==> src/rtl/wb_m68k_master_if.sv <==
// Wishbone classic bus bundle between the 68k access initiator and the shared bus.
// Member names follow the initiator's view of the bus.
interface wb_m68k_master_if;
  logic [31:0] ADR_O;
  logic [31:0] DAT_O;
  logic [31:0] DAT_I;
  logic [3:0]  SEL_O;
  logic        CYC_O;
  logic        STB_O;
  logic        WE_O;
  logic        ACK_I;
  logic        ERR_I;

  modport master (
    output ADR_O, DAT_O, SEL_O, CYC_O, STB_O, WE_O,
    input  DAT_I, ACK_I, ERR_I
  );

  modport slave (
    input  ADR_O, DAT_O, SEL_O, CYC_O, STB_O, WE_O,
    output DAT_I, ACK_I, ERR_I
  );
endinterface

==> src/rtl/wb_m68k_master.sv <==
// Converts one CPU byte/word/long request into one or two big-endian Wishbone
// classic cycles, with odd-address faults, responder ERR and a per-phase timeout.
module wb_m68k_master #(
  parameter int unsigned TIMEOUT = 255
) (
  input  logic             CLK_I,
  input  logic             RST_I,
  input  logic             req_valid,
  output logic             req_ready,
  input  logic             req_we,
  input  logic [1:0]       req_size,
  input  logic [31:0]      req_addr,
  input  logic [31:0]      req_wdata,
  output logic             resp_valid,
  output logic             resp_err,
  output logic [31:0]      resp_rdata,
  wb_m68k_master_if.master wb
);

  typedef enum logic [1:0] {StIdle, StBus1, StBus2, StResp} state_e;

  localparam logic [16:0] TmoLimit = 17'(TIMEOUT);

  state_e      state_q;
  logic [15:0] tmo_q;
  logic [1:0]  size_q;
  logic [1:0]  off_q;
  logic        split_q;
  logic [31:0] dat2_q;
  logic [15:0] rhi_q;

  logic        req_fault;
  logic        req_split;
  logic [3:0]  req_sel;
  logic [31:0] req_dat;
  logic [31:0] rd_shift;
  logic [31:0] rd_data;
  logic        tmo_hit;

  assign req_ready = (state_q == StIdle);
  assign tmo_hit   = ({1'b0, tmo_q} + 17'd1) >= TmoLimit;

  // Lane decode of the incoming request; offset 0 is the most significant lane.
  always_comb begin
    req_fault = (req_size == 2'd0) || ((req_size != 2'd1) && req_addr[0]);
    req_split = (req_size == 2'd3) && req_addr[1];
    req_sel   = 4'b0000;
    req_dat   = 32'h0;
    case (req_size)
      2'd1: begin
        req_sel = 4'b1000 >> req_addr[1:0];
        req_dat = {24'h0, req_wdata[7:0]} << {~req_addr[1:0], 3'b000};
      end
      2'd2: begin
        req_sel = req_addr[1] ? 4'b0011 : 4'b1100;
        req_dat = req_addr[1] ? {16'h0, req_wdata[15:0]} : {req_wdata[15:0], 16'h0};
      end
      2'd3: begin
        req_sel = req_addr[1] ? 4'b0011 : 4'b1111;
        req_dat = req_addr[1] ? {16'h0, req_wdata[31:16]} : req_wdata;
      end
      default: ;
    endcase
  end

  always_comb begin
    rd_shift = wb.DAT_I >> {~off_q, 3'b000};
    case (size_q)
      2'd1:    rd_data = {24'h0, rd_shift[7:0]};
      2'd2:    rd_data = off_q[1] ? {16'h0, wb.DAT_I[15:0]} : {16'h0, wb.DAT_I[31:16]};
      default: rd_data = wb.DAT_I;
    endcase
  end

  always_ff @(posedge CLK_I) begin
    if (!RST_I) begin
      state_q    <= StIdle;
      tmo_q      <= '0;
      size_q     <= '0;
      off_q      <= '0;
      split_q    <= 1'b0;
      dat2_q     <= '0;
      rhi_q      <= '0;
      resp_valid <= 1'b0;
      resp_err   <= 1'b0;
      resp_rdata <= '0;
      wb.ADR_O   <= '0;
      wb.DAT_O   <= '0;
      wb.SEL_O   <= '0;
      wb.CYC_O   <= 1'b0;
      wb.STB_O   <= 1'b0;
      wb.WE_O    <= 1'b0;
    end else begin
      unique case (state_q)
        StIdle: begin
          if (req_valid) begin
            if (req_fault) begin
              state_q    <= StResp;
              resp_valid <= 1'b1;
              resp_err   <= 1'b1;
              resp_rdata <= '0;
            end else begin
              state_q  <= StBus1;
              tmo_q    <= '0;
              size_q   <= req_size;
              off_q    <= req_addr[1:0];
              split_q  <= req_split;
              dat2_q   <= {req_wdata[15:0], 16'h0};
              wb.ADR_O <= {req_addr[31:2], 2'b00};
              wb.SEL_O <= req_sel;
              wb.DAT_O <= req_dat;
              wb.WE_O  <= req_we;
              wb.CYC_O <= 1'b1;
              wb.STB_O <= 1'b1;
            end
          end
        end
        StBus1, StBus2: begin
          if (wb.ERR_I || (!wb.ACK_I && tmo_hit)) begin
            state_q    <= StResp;
            resp_valid <= 1'b1;
            resp_err   <= 1'b1;
            resp_rdata <= '0;
            wb.CYC_O   <= 1'b0;
            wb.STB_O   <= 1'b0;
          end else if (wb.ACK_I) begin
            if ((state_q == StBus1) && split_q) begin
              // Second half of a straddling long; CYC/STB stay asserted.
              state_q  <= StBus2;
              tmo_q    <= '0;
              rhi_q    <= wb.DAT_I[15:0];
              wb.ADR_O <= wb.ADR_O + 32'd4;
              wb.SEL_O <= 4'b1100;
              wb.DAT_O <= dat2_q;
            end else begin
              state_q    <= StResp;
              resp_valid <= 1'b1;
              resp_err   <= 1'b0;
              if (wb.WE_O) begin
                resp_rdata <= '0;
              end else if (state_q == StBus2) begin
                resp_rdata <= {rhi_q, wb.DAT_I[31:16]};
              end else begin
                resp_rdata <= rd_data;
              end
              wb.CYC_O <= 1'b0;
              wb.STB_O <= 1'b0;
            end
          end else begin
            tmo_q <= tmo_q + 16'd1;
          end
        end
        StResp: begin
          state_q    <= StIdle;
          resp_valid <= 1'b0;
          resp_err   <= 1'b0;
          resp_rdata <= '0;
        end
        default: state_q <= StIdle;
      endcase
    end
  end

endmodule

==> src/flat_wrapper.sv <==
// flat-port wrapper written by rule: the top's interface ports become plain ports
module wb_m68k_master_flat 
#(
  parameter int unsigned TIMEOUT = 255
)
  (CLK_I, RST_I, req_valid, req_ready, req_we, req_size, req_addr, req_wdata, resp_valid, resp_err, resp_rdata, wb_ADR_O, wb_DAT_O, wb_SEL_O, wb_CYC_O, wb_STB_O, wb_WE_O, wb_DAT_I, wb_ACK_I, wb_ERR_I);
  wb_m68k_master_if wb_i ();
  input  logic CLK_I;
  input  logic RST_I;
  input  logic req_valid;
  output logic req_ready;
  input  logic req_we;
  input  logic [1:0] req_size;
  input  logic [31:0] req_addr;
  input  logic [31:0] req_wdata;
  output logic resp_valid;
  output logic resp_err;
  output logic [31:0] resp_rdata;
  output wire logic [$bits(wb_i.ADR_O)-1:0] wb_ADR_O;
  output wire logic [$bits(wb_i.DAT_O)-1:0] wb_DAT_O;
  output wire logic [$bits(wb_i.SEL_O)-1:0] wb_SEL_O;
  output wire logic [$bits(wb_i.CYC_O)-1:0] wb_CYC_O;
  output wire logic [$bits(wb_i.STB_O)-1:0] wb_STB_O;
  output wire logic [$bits(wb_i.WE_O)-1:0] wb_WE_O;
  input wire logic [$bits(wb_i.DAT_I)-1:0] wb_DAT_I;
  input wire logic [$bits(wb_i.ACK_I)-1:0] wb_ACK_I;
  input wire logic [$bits(wb_i.ERR_I)-1:0] wb_ERR_I;
  assign wb_ADR_O = wb_i.ADR_O;
  assign wb_DAT_O = wb_i.DAT_O;
  assign wb_SEL_O = wb_i.SEL_O;
  assign wb_CYC_O = wb_i.CYC_O;
  assign wb_STB_O = wb_i.STB_O;
  assign wb_WE_O = wb_i.WE_O;
  assign wb_i.DAT_I = wb_DAT_I;
  assign wb_i.ACK_I = wb_ACK_I;
  assign wb_i.ERR_I = wb_ERR_I;
  wb_m68k_master #(.TIMEOUT(TIMEOUT)) u_core (.CLK_I(CLK_I), .RST_I(RST_I), .req_valid(req_valid), .req_ready(req_ready), .req_we(req_we), .req_size(req_size), .req_addr(req_addr), .req_wdata(req_wdata), .resp_valid(resp_valid), .resp_err(resp_err), .resp_rdata(resp_rdata), .wb(wb_i));
endmodule
==> config.mk <==
export PLATFORM = sky130hd
export DESIGN_NAME = wb_m68k_master_flat
export DESIGN_NICKNAME = d
export VERILOG_FILES = /design/src/rtl/wb_m68k_master_if.sv /design/src/rtl/wb_m68k_master.sv /design/src/flat_wrapper.sv
export SDC_FILE = /design/constraint.sdc
export NUM_CORES = 1
export LEC_CHECK = 0
export CAP_MARGIN = 20
export CORE_MARGIN = 10
export CORE_UTILIZATION = 51
export CTS_BUF_LIST = sky130_fd_sc_hd__clkbuf_4
export CTS_CLUSTER_DIAMETER = 100
export DETAILED_ROUTE_END_ITERATION = 8
export PLACE_DENSITY = 0.85
export SETUP_SLACK_MARGIN = 0.2
export SYNTH_ARGS = -nofsm -noshare
export SYNTH_HDL_FRONTEND = slang
export SYNTH_SLANG_ARGS = --single-unit
==> constraint.sdc <==
create_clock -name CLK_I -period 2.5 [get_ports CLK_I]
set_input_delay 0.5 -clock CLK_I [delete_from_list [all_inputs] [get_ports CLK_I]]
set_output_delay 0.5 -clock CLK_I [all_outputs]
set_load 0.1 [all_outputs]
[Word-level counts from Yosys, hierarchy flattened]
Index checks and enable logic that the tools add are counted.
Word-level totals
  register bits: 159
  bits of input ports: 104
  output and inout port bits: 106
  word-level logic and storage cells: 122
Cells by class
  eq/ne operators: 18
  reductions and logical operators: 18
  $lt $le $gt $ge: 1
  shift operators: 3
  muxes and demuxes: 60
  $add $sub $neg: 3
  bitwise operators: 4
Operators by type and width (count)
  two-way mux 32 bit: 19
  case mux 32 bit (2 select lines): 3
  case mux 32 bit (3 select lines): 2
  two-way mux 16 bit: 6
  adder 32 x 3 -> 32 bit, second input constant: 1
  case mux 16 bit (2 select lines): 1
  left shift 8 x 5 -> 32 bit: 1
  >> shifter 32 x 5 -> 8 bit: 1
  two-way mux 4 bit: 7
  adder 16 x 1 -> 17 bit, second input constant: 1
  greater-or-equal comparator 17 x 8 -> 1 bit, second input constant: 1
  adder 16 x 1 -> 16 bit, second input constant: 1
  two-way mux 1 bit: 12
  case mux 4 bit (3 select lines): 1
  == test 2 bit, second input constant: 5
  AND reduction 5 bit: 2
  inequality test 3 x 2 -> 1 bit, second input constant: 3
  two-way mux 2 bit: 4
  inequality test 2 bit, second input constant: 4
  case mux 4 bit (2 select lines): 1
  AND reduction 4 bit: 2
  == test 2 x 1 -> 1 bit, second input constant: 3
  inequality test 2 x 1 -> 1 bit, second input constant: 3
  case mux 1 bit (3 select lines): 2
  14 further kinds: 21

[Longest topological paths before layout]
Gate-level depths: netlist (run 1).
  depth in word-level cells: 9
  gate-level depth with buffers: 11
  gate-level depth less buffers: 9

[Worst setup path after synthesis (run 1)]
OpenSTA, ideal clock, no wires.
  path kind: register to register
  start: reg u_core.wb.ADR_O[2]
  end: reg u_core.wb.ADR_O[26]
  path slack: -504 ps
  period minus slack after synthesis: 3004 ps
  required time: 2380 ps
  stages on the path, launching flop included: 7
  arrival time: 2884 ps
  setup time: 120 ps
  buffers on the path: 0
  cell sequence: dfxtp_1 ha_1 and3_1 nand4_1 nor4_1 a41oi_1 o221a_2
On the way
  cells in the longest elaborated chain, start to end: 5
RTL lines
  start: declaration: line wb_m68k_master_if.sv:15  | output ADR_O, DAT_O, SEL_O, CYC_O, STB_O, WE_O,
  start signal: assignment: line wb_m68k_master.sv:109  | wb.ADR_O <= {req_addr[31:2], 2'b00};
  start signal: assignment: line wb_m68k_master.sv:132  | wb.ADR_O <= wb.ADR_O + 32'd4;
  adder 32 x 3 -> 32 bit: line wb_m68k_master.sv:132
  two-way mux 32 bit: line wb_m68k_master.sv:127  | if ((state_q == StBus1) && split_q) begin
  two-way mux 32 bit: line wb_m68k_master.sv:126  | end else if (wb.ACK_I) begin
  two-way mux 32 bit: line wb_m68k_master.sv:119  | if (wb.ERR_I || (!wb.ACK_I && tmo_hit)) begin
  case mux 32 bit (2 select lines): line wb_m68k_master.sv:94  | unique case (state_q)
No other way between the ends. The select of a mux whose other input is x is not followed.
A chain may end at the register's enable or synchronous reset.

[Worst setup path in the final report (run 1)]
  start: reg u_core.tmo_q[0]
  end: reg u_core.tmo_q[14]
On the way
  cells in the longest elaborated chain, start to end: 6
  elaborated cells on any way between the ends: 10
  classes of those cells: add/sub (2); order compare (1); eq/ne (1); mux (3); reduce/logical (3)
RTL lines
  start: declaration: line wb_m68k_master.sv:25  | logic [15:0] tmo_q;
  start signal: assignment: line wb_m68k_master.sv:150  | tmo_q <= tmo_q + 16'd1;
  adder 16 x 1 -> 17 bit: line wb_m68k_master.sv:41  | assign tmo_hit = ({1'b0, tmo_q} + 17'd1) >= TmoLimit;
  greater-or-equal comparator 17 x 8 -> 1 bit: line wb_m68k_master.sv:41
  logical AND 1 bit: line wb_m68k_master.sv:119
  logical OR 1 bit: line wb_m68k_master.sv:119
  inequality test 2 bit (no line)
  AND reduction 5 bit (no line)
Several ways; a longest one is shown, not always the timed one. The select of a mux whose other input is x is not followed.

==> flow_metrics.env, run 1 <==
export IMPL_root_buffer="clkbuf_4"
export IMPL_cp_start_kind="flip-flop"
export IMPL_post_route_util_pct=70.37
export IMPL_dr_pass1_iters=7
export IMPL_synth_flop_cell="dfxtp_1"
export IMPL_gp_congestion=0.9339
export IMPL_h_tree_depth=4
export IMPL_n_fill_cell=1257
export IMPL_p_per_area_mw_per_mm2=1213
export IMPL_power_mw=13.51
export IMPL_initial_core_util_pct=52.02
export IMPL_clkTransAtPathRegs_ps=120
export IMPL_dp_cells=1410
export IMPL_holdPathStages=2
export IMPL_synthArstFlopShare_pct=0
export IMPL_vias=8759
export IMPL_p_seq_share_pct=25.7
export IMPL_synth_top_family_by_area="compound AO/OA/AOI/OAI gates"
export IMPL_rsz0062_at_grt="true"
export IMPL_critPathSlowestCell="dfxtp_4"
export IMPL_clk_path_buf_depth=2
export IMPL_comb_power_share_pct=61.5
export IMPL_setup_viol=0
export IMPL_totalWireLength_um=27820
export IMPL_synth_top_area_share_pct=38.17
export IMPL_path_depth=10
export IMPL_p_switching_mw=7.391
export IMPL_fin_crit_sh_pct=90.40
export IMPL_critical_path_max_fanout=8
export IMPL_grt_first_pass_wirelength_um=44030
export IMPL_grtUsageTotal_pct=24.35
export IMPL_max_cap_violations=0
export IMPL_cts_hold_buf=0
export IMPL_wl_per_cell_um=19.27
export IMPL_synth_cells=1000
export IMPL_layout_min_cycle_time_ps=2260
export IMPL_synth_fa_ha_area_share_pct=1.368
export IMPL_slew_headroom_pct=46.65
export IMPL_post_drt_via_cell_ratio=6.066
export IMPL_cts_tree="done"
export IMPL_num_rows=46
export IMPL_grt_ovfl_total=0
export IMPL_drc=0
export IMPL_synthMuxAreaShare_pct=2.431
export IMPL_leakage_nw=4.350
export IMPL_worst_slack_ps=240.1
export IMPL_die_h_um=147.1
export IMPL_pre_cts_slack_ps=-153.1
export IMPL_worst_r2r_path_depth=10
export IMPL_drive_gt1_share_pct=26.00
export IMPL_path_class="flip-flop to flip-flop"
export IMPL_synth_top_area_cell="dfxtp_1"
export IMPL_clockPowerShare_pct=12.7
export IMPL_ios=210
export IMPL_status="finished, final reports clean"
export IMPL_hold_slack_ps=468.3
export IMPL_slowest_delay_ps=390
export IMPL_final_antenna_net_count=0
export IMPL_setup_tns_ps=0
export IMPL_syn_to_final_growth_pct=35.27
export IMPL_synthDistinctLibCells=69
export IMPL_nNetsFinal=1328
export IMPL_yosysSeqAreaShare_pct=38.17
export IMPL_instances_no_fill=1444
export IMPL_drtIter0Drc=1021
export IMPL_arrival_ps=2730
export IMPL_worstPathBufferInverterCount=3
export IMPL_grt_pass1_vias=8370
export IMPL_syn_area_mm2=0.008234
export IMPL_finalInstanceArea_mm2=0.01114
export IMPL_path_delay_family="simple AND/OR/NAND/NOR gates"
export IMPL_yosys_area_share_simple_pct=21.23
export IMPL_path_common_cell="buf_6"
export IMPL_fp_dieArea_mm2=0.02163
export IMPL_synth_compound_area_share_pct=30.57
export IMPL_cp_required_ps=2970
export IMPL_syn_area_per_cell_um2=8.234
export IMPL_clock_latency_ps=590
export IMPL_p_int_mw=6.120
export IMPL_synth_xor_area_share_pct=0.7446
export IMPL_skew_ps=20.85
export IMPL_finalHoldViolCount=0
export IMPL_peakVddDrop_mv=1.427
export IMPL_antenna_found_initial=1
export IMPL_clock_sinks=157
export IMPL_grt_max_degree=77
export IMPL_synth_edff_count=0
export IMPL_ys_seq_elements=157
export IMPL_place_area_mm2=0.01063
export IMPL_slew_violations=0
export IMPL_worst_pin_slew_ps=798.2
export IMPL_dp_hpwl_um=20090
export IMPL_numCtsBuffers=17
export IMPL_end_kind="flip-flop"
export IMPL_crit_chain="ha_4 -> and3_4 -> a211oi_1 -> a21oi_1 -> nor4b_4 -> buf_6 -> a31oi_2 -> buf_6 -> buf_4 -> and3_1"
export IMPL_die_w_um=147.1
export IMPL_synth_area_top_cells="dfxtp_1 (38%), nand2_1 (7.0%), a21oi_1 (5.8%), o2bb2ai_2 (5.5%), nor2_1 (4.3%)"
export IMPL_p_sw_share_pct=54.71
export IMPL_ys_warn_count=0
export IMPL_io_buffers=207
export IMPL_core_mm2=0.01583
export IMPL_clock_fmax_mhz=442.5
export IMPL_min_path_type="flip-flop to flip-flop"
==> placed cells by master, fill, tap and decap left out, types with 5 or more instances in the layout <==
cell / instances
buf_12: 9
a22oi_1: 42
nand2_1: 154
clkdlybuf4s50_1: 103
and3_1: 20
o22ai_1: 8
a21oi_1: 94
dfxtp_4: 6
buf_4: 160
a22o_1: 10
o21ai_0: 39
nand2b_1: 5
a41oi_1: 6
mux2i_1: 11
or3_1: 10
o211ai_1: 12
mux2_2: 8
nor2_1: 94
a32o_1: 9
and2_1: 10
a221oi_1: 9
a31oi_1: 5
a211oi_1: 19
inv_1: 11
o2bb2ai_2: 30
nand4_1: 9
dfxtp_1: 124
dfxtp_2: 27
nor3_1: 28
o221a_2: 7
a32oi_1: 8
ha_1: 6
nand3_1: 20
clkbuf_4: 19
==> sequential cells by signal, summed over array words and instances, names as in the netlist <==
| register | count |
|---|---|
| u_core.wb.DAT_O | 32 |
| u_core.state_q | 2 |
| u_core.resp_err | 1 |
| u_core.resp_rdata | 32 |
| u_core.resp_valid | 1 |
| u_core.wb.ADR_O | 30 |
| u_core.wb.STB_O | 1 |
| u_core.split_q | 1 |
| u_core.size_q | 2 |
| u_core.wb.WE_O | 1 |
| u_core.rhi_q | 16 |
| u_core.wb.SEL_O | 4 |
| u_core.tmo_q | 16 |
| u_core.dat2_q | 16 |
| u_core.off_q | 2 |
==> synthesized netlist by cell type, types with 11 or more instances <==
cell type and count:
and2_1 11, dfxtp_1 157, mux2i_1 11, clkbuf_1 49
nand2_1 154, o21ai_0 39, a21oi_1 96, a211oi_1 19
buf_2 12, o2bb2ai_2 30, nor2_1 94, nor3_1 30
inv_1 14, o211ai_1 12, nand3_1 22, and3_1 20
a22oi_1 43
==> worst min-delay path: cells and delay by family (launching register included) <==
kind / cells / cell delay (ps)
AO/OA/AOI/OAI: 1 / 50
flip-flops: 1 / 330
AND/OR/NAND/NOR: 1 / 50
==> cell families (layout without fill, tap and decap cells) <==
kind of cell	Yosys count	in the layout
XOR/XNOR	7	7
other	1	3
AND/OR/NAND/NOR	379	379
flip-flops	157	157
multiplexers	19	19
AO/OA/AOI/OAI	332	332
buffers and inverters	96	322
adder cells (fa/ha/maj)	9	9
==> area by class of cell <==
class	instances	area, µm²	area share (%)
Inverter	15	56.30	0.5055
Multi-Input combinational cell	748	4840	43.45
Clock inverter	12	170.2	1.528
Tap cell	216	270.3	2.426
Antenna cell	1	2.502	0.02247
Sequential cell	157	3199	28.72
Timing Repair Buffer	276	2457	22.06
Clock buffer	19	142.6	1.281
==> routing by layer <==
layer	vias up	track usage, %	share of wire [%]
li1	4113	-	-
met5	-	0	0
met1	4111	30.85	41
met4	0	9.613	3.3
met3	70	6.542	9.4
met2	465	38.53	47
==> power groups by stage <==
stage / Clock (mW) / Sequential, mW / Combinational, mW
2_1_floorplan: 0 / 6.40 / 3.13
3_3_place_gp: 0 / 3.49 / 8.06
3_5_place_dp: 0 / 3.50 / 8.20
4_1_cts: 1.74 / 3.45 / 8.22
5_1_grt: 1.84 / 3.54 / 8.79
6_report: 1.72 / 3.48 / 8.31
==> repair_timing <==
item	4_1_cts	5_1_grt
cloned	0	0
buffers inserted	1	1
pin swaps	1	3
setup endpoints to repair	47	59
gates resized for setup	8	32
==> final timing paths <==
kind	start	end	slack (ps)
hold reg to reg	u_core.dat2_q[29]	u_core.dat2_q[29]	470
hold / removal	u_core.dat2_q[29]	u_core.dat2_q[29]	470
setup / recovery	u_core.tmo_q[0]	u_core.tmo_q[14]	240
setup reg to reg	u_core.tmo_q[0]	u_core.tmo_q[14]	240
Power figures use the tool's default switching activity.
==> run 2, diff against run 1 <==
--- a/config.mk
+++ b/config.mk
@@ -5,14 +5,16 @@
 export SDC_FILE = /design/constraint.sdc
 export NUM_CORES = 1
 export LEC_CHECK = 0
+export ABC_AREA = 1
 export CAP_MARGIN = 20
 export CORE_MARGIN = 10
-export CORE_UTILIZATION = 51
+export CORE_UTILIZATION = 53
 export CTS_BUF_LIST = sky130_fd_sc_hd__clkbuf_4
 export CTS_CLUSTER_DIAMETER = 100
 export DETAILED_ROUTE_END_ITERATION = 8
 export PLACE_DENSITY = 0.85
 export SETUP_SLACK_MARGIN = 0.2
+export SLEW_MARGIN = 10
 export SYNTH_ARGS = -nofsm -noshare
 export SYNTH_HDL_FRONTEND = slang
 export SYNTH_SLANG_ARGS = --single-unit
==> run 2 against run 1 <==
Compared with the run above: the run now ends with negative setup slack left; final area increased by 17%; utilization increased by 4.6 points; fmax decreased by 11%; die area increased by 9.5%; non-clock buffer count increased by 18; via count increased by 34%; largest cell class unchanged.
==> flow_metrics.env, run 2 <==
export IMPL_status="complete, but fails checks"
export IMPL_failed_checks="negative setup slack"
export IMPL_dp_hpwl_um=24200
export IMPL_vias=11760
export IMPL_gp_congestion=0.9923
export IMPL_layout_min_cycle_time_ps=2534
export IMPL_pre_cts_slack_ps=-64.39
export IMPL_synth_flop_cell="dfxtp_1"
export IMPL_ys_seq_elements=157
export IMPL_worst_r2r_path_depth=15
export IMPL_grt_ovfl_total=0
export IMPL_die_h_um=153.9
export IMPL_post_route_util_pct=74.94
export IMPL_cp_required_ps=3010
export IMPL_max_cap_violations=0
export IMPL_power_mw=19.07
export IMPL_root_buffer="clkbuf_4"
export IMPL_layout_commonest_cell="nand2_1"
export IMPL_yosysSeqAreaShare_pct=33.10
export IMPL_drtIter0Drc=1644
export IMPL_clk_path_buf_depth=2
export IMPL_clock_sinks=157
export IMPL_cts_tree="done"
export IMPL_setup_viol=1
export IMPL_grt_first_pass_wirelength_um=54940
export IMPL_io_buffers=207
export IMPL_p_per_area_mw_per_mm2=1461
export IMPL_num_rows=48
export IMPL_hold_slack_ps=356.4
export IMPL_dr_pass1_iters=7
export IMPL_rsz0062_at_grt="true"
export IMPL_die_w_um=153.9
export IMPL_holdPathStages=3
export IMPL_end_kind="flip-flop"
export IMPL_drive_gt1_share_pct=19.86
export IMPL_antenna_found_initial=0
export IMPL_post_drt_via_cell_ratio=5.800
export IMPL_peakVddDrop_mv=1.054
export IMPL_syn_area_mm2=0.009497
export IMPL_arrival_ps=3040
export IMPL_syn_to_final_growth_pct=37.44
export IMPL_worst_pin_slew_ps=723.0
export IMPL_leakage_nw=5.770
export IMPL_p_sw_share_pct=59.98
export IMPL_comb_power_share_pct=70.9
export IMPL_totalWireLength_um=36590
export IMPL_slew_headroom_pct=51.80
export IMPL_p_seq_share_pct=20.6
export IMPL_grtUsageTotal_pct=27.70
export IMPL_fin_crit_sh_pct=101.4
export IMPL_fp_dieArea_mm2=0.02367
export IMPL_clock_latency_ps=620
export IMPL_skew_ps=18.14
export IMPL_synth_common_cells="nand2_1 (438), nor2_1 (255), dfxtp_1 (157), nand3_1 (147), inv_1 (125)"
export IMPL_initial_core_util_pct=54.53
export IMPL_p_switching_mw=11.44
export IMPL_cts_hold_buf=0
export IMPL_final_cell_mix="nand2_1 (417), nor2_1 (242), buf_4 (161)"
export IMPL_p_int_mw=7.630
export IMPL_synth_top_area_cell="dfxtp_1"
export IMPL_clockPowerShare_pct=8.4
export IMPL_synthDistinctLibCells=41
export IMPL_grt_max_degree=70
export IMPL_reg_largest_list="u_core.resp_rdata x32, u_core.wb.DAT_O x32, u_core.wb.ADR_O x30"
export IMPL_wl_per_cell_um=18.04
export IMPL_path_class="flip-flop to flip-flop"
export IMPL_yosysMostFrequentCell="nand2_1"
export IMPL_grt_pass1_vias=10520
export IMPL_n_fill_cell=1363
export IMPL_final_antenna_net_count=0
export IMPL_syn_area_per_cell_um2=6.080
export IMPL_synth_cells=1562
export IMPL_ys_warn_count=0
export IMPL_core_mm2=0.01742
export IMPL_numCtsBuffers=17
export IMPL_h_tree_depth=4
export IMPL_instances_no_fill=2028
export IMPL_synth_area_top_cells="dfxtp_1 (33%), nand2_1 (17%), nor2_1 (10%), nand3_1 (7.7%), o21ai_0 (6.2%)"
export IMPL_clock_fmax_mhz=394.7
export IMPL_clkTransAtPathRegs_ps=150
export IMPL_synthArstFlopShare_pct=0
export IMPL_worst_slack_ps=-33.86
export IMPL_diodes=0
export IMPL_synth_edff_count=0
export IMPL_min_path_type="input pin to flip-flop"
export IMPL_dp_cells=1965
export IMPL_nNetsFinal=1903
export IMPL_ios=210
export IMPL_slew_violations=0
export IMPL_critical_path_max_fanout=7
export IMPL_cp_start_kind="flip-flop"
export IMPL_drc=0
export IMPL_synth_top_area_share_pct=33.10
export IMPL_finalHoldViolCount=0
==> run 2: cell count changes after synthesis, sizes merged, moves of 19 or more <==
cell     previous run  this run
nand3              23       152
nor2               95       262
o2bb2ai            34         0
a211oi             19         0
nand2             154       443
a22oi              43        16
inv                15       130
o21ai              42       119
a21oi              97        74
==> run 2: final timing paths <==
path,startpoint,end,slack [ps]
hold / removal,RST_I,u_core.wb.ADR_O[30],360
hold reg to reg,u_core.wb.SEL_O[3],u_core.wb.SEL_O[3],470
setup reg to reg,u_core.tmo_q[1],u_core.resp_rdata[13],-30
setup / recovery,u_core.tmo_q[1],u_core.resp_rdata[13],-30
==> run 2: layout make-up <==
cell class | instances | area, µm² | area share [%]
inverter | 132 | 503.0 | 3.854
tap | 225 | 281.5 | 2.157
clock inverter | 15 | 152.6 | 1.169
timing repair buffer | 294 | 2838 | 21.74
sequential | 157 | 3183 | 24.39
multi-input combinational | 1188 | 5967 | 45.72
clock buffer | 17 | 127.6 | 0.9778
==> run 2: timing repair <==
item | in CTS | in global routing
resized for setup | 37 | 119
pin swaps | 7 | 60
cloned | 6 | 7
endpoints found under the setup margin | 96 | 118
buffers inserted | 12 | 6
==> run 2: logic make-up (layout without fill, tap and decap cells) <==
logic type	count (synthesis)	after routing	share of synthesized area, %
buffers and inverters	220	458	9.723
XOR/XNOR	16	16	1.476
AO/OA/AOI/OAI	250	250	14.61
AND/OR/NAND/NOR	909	911	39.87
adder cells (fa/ha/maj)	9	9	1.186
other	1	2	0.03949
flip-flops	157	157	33.10
==> run 2: power groups by stage <==
stage | Sequential, mW | Clock [mW] | Combinational [mW]
global route | 4.02 | 1.74 | 14.3
global placement | 3.89 | 0 | 11.5
floorplan | 7.91 | 0 | 4.80
finish | 3.93 | 1.61 | 13.5
detailed placement | 3.91 | 0 | 11.7
CTS | 3.87 | 1.61 | 12.3
==> run 2: per-stage QoR <==
stage	area, µm²	setup TNS (ps)
detailed placement	11730	-1209
global route	13050	-2973
floorplan	9530	0
CTS	12390	0
finish	13050	-33.86
global placement	11730	0
==> run 2: critical path, cell delays in order (launching register included) <==
cell	delay, ps
dfxtp_4	410
buf_6	120
nand2_4	50
nor2_4	220
nand4_1	170
nand2_1	120
nand3_2	110
nor2_4	180
nand3_4	110
nand2_4	130
nand2_4	70
nand2_1	290
nor2_4	80
buf_4	180
nor2_1	130
nor2_1	70
==> run 2: routing by layer <==
| layer | global-route usage, % | wire length [µm] | vias to the layer above |
|---|---|---|---|
| li1 | - | - | 5507 |
| met1 | 35.39 | 14450 | 5334 |
| met2 | 45.06 | 17120 | 783 |
| met3 | 6.276 | 3668 | 139 |
| met4 | 9.267 | 1357 | 0 |
| met5 | 0 | 0 | - |
==> run 3, diff against run 2 <==
--- a/config.mk
+++ b/config.mk
@@ -12,9 +12,9 @@
 export CTS_BUF_LIST = sky130_fd_sc_hd__clkbuf_4
 export CTS_CLUSTER_DIAMETER = 100
 export DETAILED_ROUTE_END_ITERATION = 8
+export GPL_TIMING_DRIVEN = 0
 export PLACE_DENSITY = 0.85
 export SETUP_SLACK_MARGIN = 0.2
-export SLEW_MARGIN = 10
 export SYNTH_ARGS = -nofsm -noshare
 export SYNTH_HDL_FRONTEND = slang
 export SYNTH_SLANG_ARGS = --single-unit
==> run 3 against run 2 <==
Compared with the run above: the run still ends with negative setup slack left; first-iteration DRC count rose by 5.0%; routed wire length increased by 13%; combinational power up 12%; clock skew is 9.9 ps higher; sequential power rose by 1%; count of clock-buffer cells in the layout up 3; critical endpoint is now u_core.wb.DAT_O[2]; final cell count rose by 2.2%; global-route usage increased by 3.0 points.
==> flow_metrics.env, run 3 (synthesized netlist as in run 2, its figures left out) <==
export IMPL_status="complete, but fails checks"
export IMPL_failed_checks="negative setup slack"
export IMPL_grtUsageTotal_pct=30.66
export IMPL_grt_max_degree=17
export IMPL_final_antenna_net_count=0
export IMPL_crit_chain="inv_2 -> ha_4 -> nor2_1 -> nor2_1 -> nor2_1 -> nand2_1 -> nor2_2 -> inv_1 -> nor2_2 -> nor2_2 -> nand3_4 -> nand3_4 -> nand3_4 -> buf_8 -> buf_4 -> nand2_1 -> nand2_1 -> nor2_1"
export IMPL_finalHoldViolCount=0
export IMPL_numCtsBuffers=17
export IMPL_root_buffer="clkbuf_4"
export IMPL_ios=210
export IMPL_slew_violations=0
export IMPL_dp_hpwl_um=28190
export IMPL_min_path_type="input pin to flip-flop"
export IMPL_initial_core_util_pct=54.53
export IMPL_dp_cells=1993
export IMPL_leakage_nw=5.569
export IMPL_final_cell_mix="nand2_1 (424), nor2_1 (236), dfxtp_1 (138)"
export IMPL_die_w_um=153.9
export IMPL_grt_pass1_vias=11270
export IMPL_rsz0062_at_grt="true"
export IMPL_path_delay_family="simple AND/OR/NAND/NOR gates"
export IMPL_worstPathBufferInverterCount=4
export IMPL_fp_dieArea_mm2=0.02367
export IMPL_n_fill_cell=1311
export IMPL_antenna_found_initial=1
export IMPL_clock_fmax_mhz=382.4
export IMPL_die_h_um=153.9
export IMPL_totalWireLength_um=41170
export IMPL_hold_slack_ps=464.8
export IMPL_setup_tns_ps=-176.8
export IMPL_slowest_delay_ps=430
export IMPL_reg_largest_list="u_core.resp_rdata x32, u_core.wb.DAT_O x32, u_core.wb.ADR_O x30"
export IMPL_nNetsFinal=1946
export IMPL_clk_path_buf_depth=2
export IMPL_wl_per_cell_um=19.86
export IMPL_path_class="flip-flop to flip-flop"
export IMPL_core_mm2=0.01742
export IMPL_clock_sinks=157
export IMPL_path_common_cell="nor2_1"
export IMPL_h_tree_depth=4
export IMPL_drtIter0Drc=1727
export IMPL_post_route_util_pct=77.47
export IMPL_grt_ovfl_total=0
export IMPL_skew_ps=28.01
export IMPL_drive_gt1_share_pct=20.37
export IMPL_grt_first_pass_wirelength_um=59310
export IMPL_slew_headroom_pct=36.78
export IMPL_num_rows=48
export IMPL_arrival_ps=3180
export IMPL_cts_hold_buf=0
export IMPL_syn_to_final_growth_pct=42.08
export IMPL_cp_required_ps=3070
export IMPL_p_per_area_mw_per_mm2=1519
export IMPL_dr_pass1_iters=7
export IMPL_max_cap_violations=0
export IMPL_setup_viol=3
export IMPL_instances_no_fill=2073
export IMPL_worst_pin_slew_ps=952.0
export IMPL_io_buffers=205
export IMPL_critPathSlowestCell="dfxtp_4"
export IMPL_worst_slack_ps=-115.2
export IMPL_gp_congestion=0.9931
export IMPL_post_drt_via_cell_ratio=5.963
export IMPL_clkTransAtPathRegs_ps=150
export IMPL_layout_min_cycle_time_ps=2615
export IMPL_drc=0
export IMPL_cp_start_kind="flip-flop"
export IMPL_end_kind="flip-flop"
export IMPL_cts_tree="done"
export IMPL_fin_crit_sh_pct=104.6
export IMPL_vias=12360
export IMPL_critical_path_max_fanout=6
export IMPL_peakVddDrop_mv=1.109
export IMPL_clock_latency_ps=640
export IMPL_power_mw=20.50
export IMPL_layout_commonest_cell="nand2_1"
run 3: what timing repair did:
item | 4_1_cts | 5_1_grt
cloned | 7 | 3
gates resized for setup | 377 | 191
pin swaps | 25 | 61
setup endpoints to repair | 221 | 149
setup buffers | 18 | 19
run 3: area by class of cell:
cell class | count | area [µm²] | area share, %
Antenna cell | 2 | 5.005 | 0.03709
Buffer | 87 | 566.8 | 4.201
Clock buffer | 20 | 150.1 | 1.113
Clock inverter | 12 | 75.07 | 0.5564
Inverter | 132 | 505.5 | 3.746
Multi-Input combinational cell | 1187 | 6180 | 45.80
Sequential cell | 157 | 3179 | 23.56
Tap cell | 225 | 281.5 | 2.086
Timing Repair Buffer | 251 | 2550 | 18.90
run 3: stage by stage:
stage / cell area [µm²] / setup slack, ps
after floorplan: 9530 / 181.2
after global placement: 11860 / -836.1
after detailed placement: 11860 / -855.8
after CTS: 12820 / 94.70
after global routing: 13490 / -222.5
final: 13490 / -115.2
run 3: final timing paths:
check	from	end	slack [ps]	cells past startpoint
hold reg to reg	u_core.wb.DAT_O[30]	u_core.wb.DAT_O[30]	470	2
setup / recovery	u_core.tmo_q[0]	u_core.wb.DAT_O[2]	-120	18
hold / removal	wb_DAT_I[4]	u_core.rhi_q[4]	460	3
setup reg to reg	u_core.tmo_q[0]	u_core.wb.DAT_O[2]	-120	18
run 3: worst register-to-register path: stages (launching register included):
cell     delay (ps)
dfxtp_4         430
inv_2            80
ha_4            270
nor2_1           40
nor2_1          140
nor2_1           60
nand2_1          90
nor2_2           40
inv_1            60
nor2_2           40
nor2_2          140
nand3_4         160
nand3_4         140
nand3_4         140
buf_8           170
buf_4           130
nand2_1          80
nand2_1         140
nor2_1          200
run 3: power by group:
group	total, mW	internal (mW)	switching (mW)
registers	3.98	3.25	0.725
clock network	1.41	0.414	0.998
logic	15.1	4.34	10.8
run 3: metal layers:
metal | vias up | global-route usage [%] | part of all wire, %
met3 | 252 | 8.731 | 12
met4 | 0 | 13.77 | 5.7
met2 | 926 | 49.19 | 45
li1 | 5611 | - | -
met5 | - | 0 | 0
met1 | 5572 | 37.36 | 37
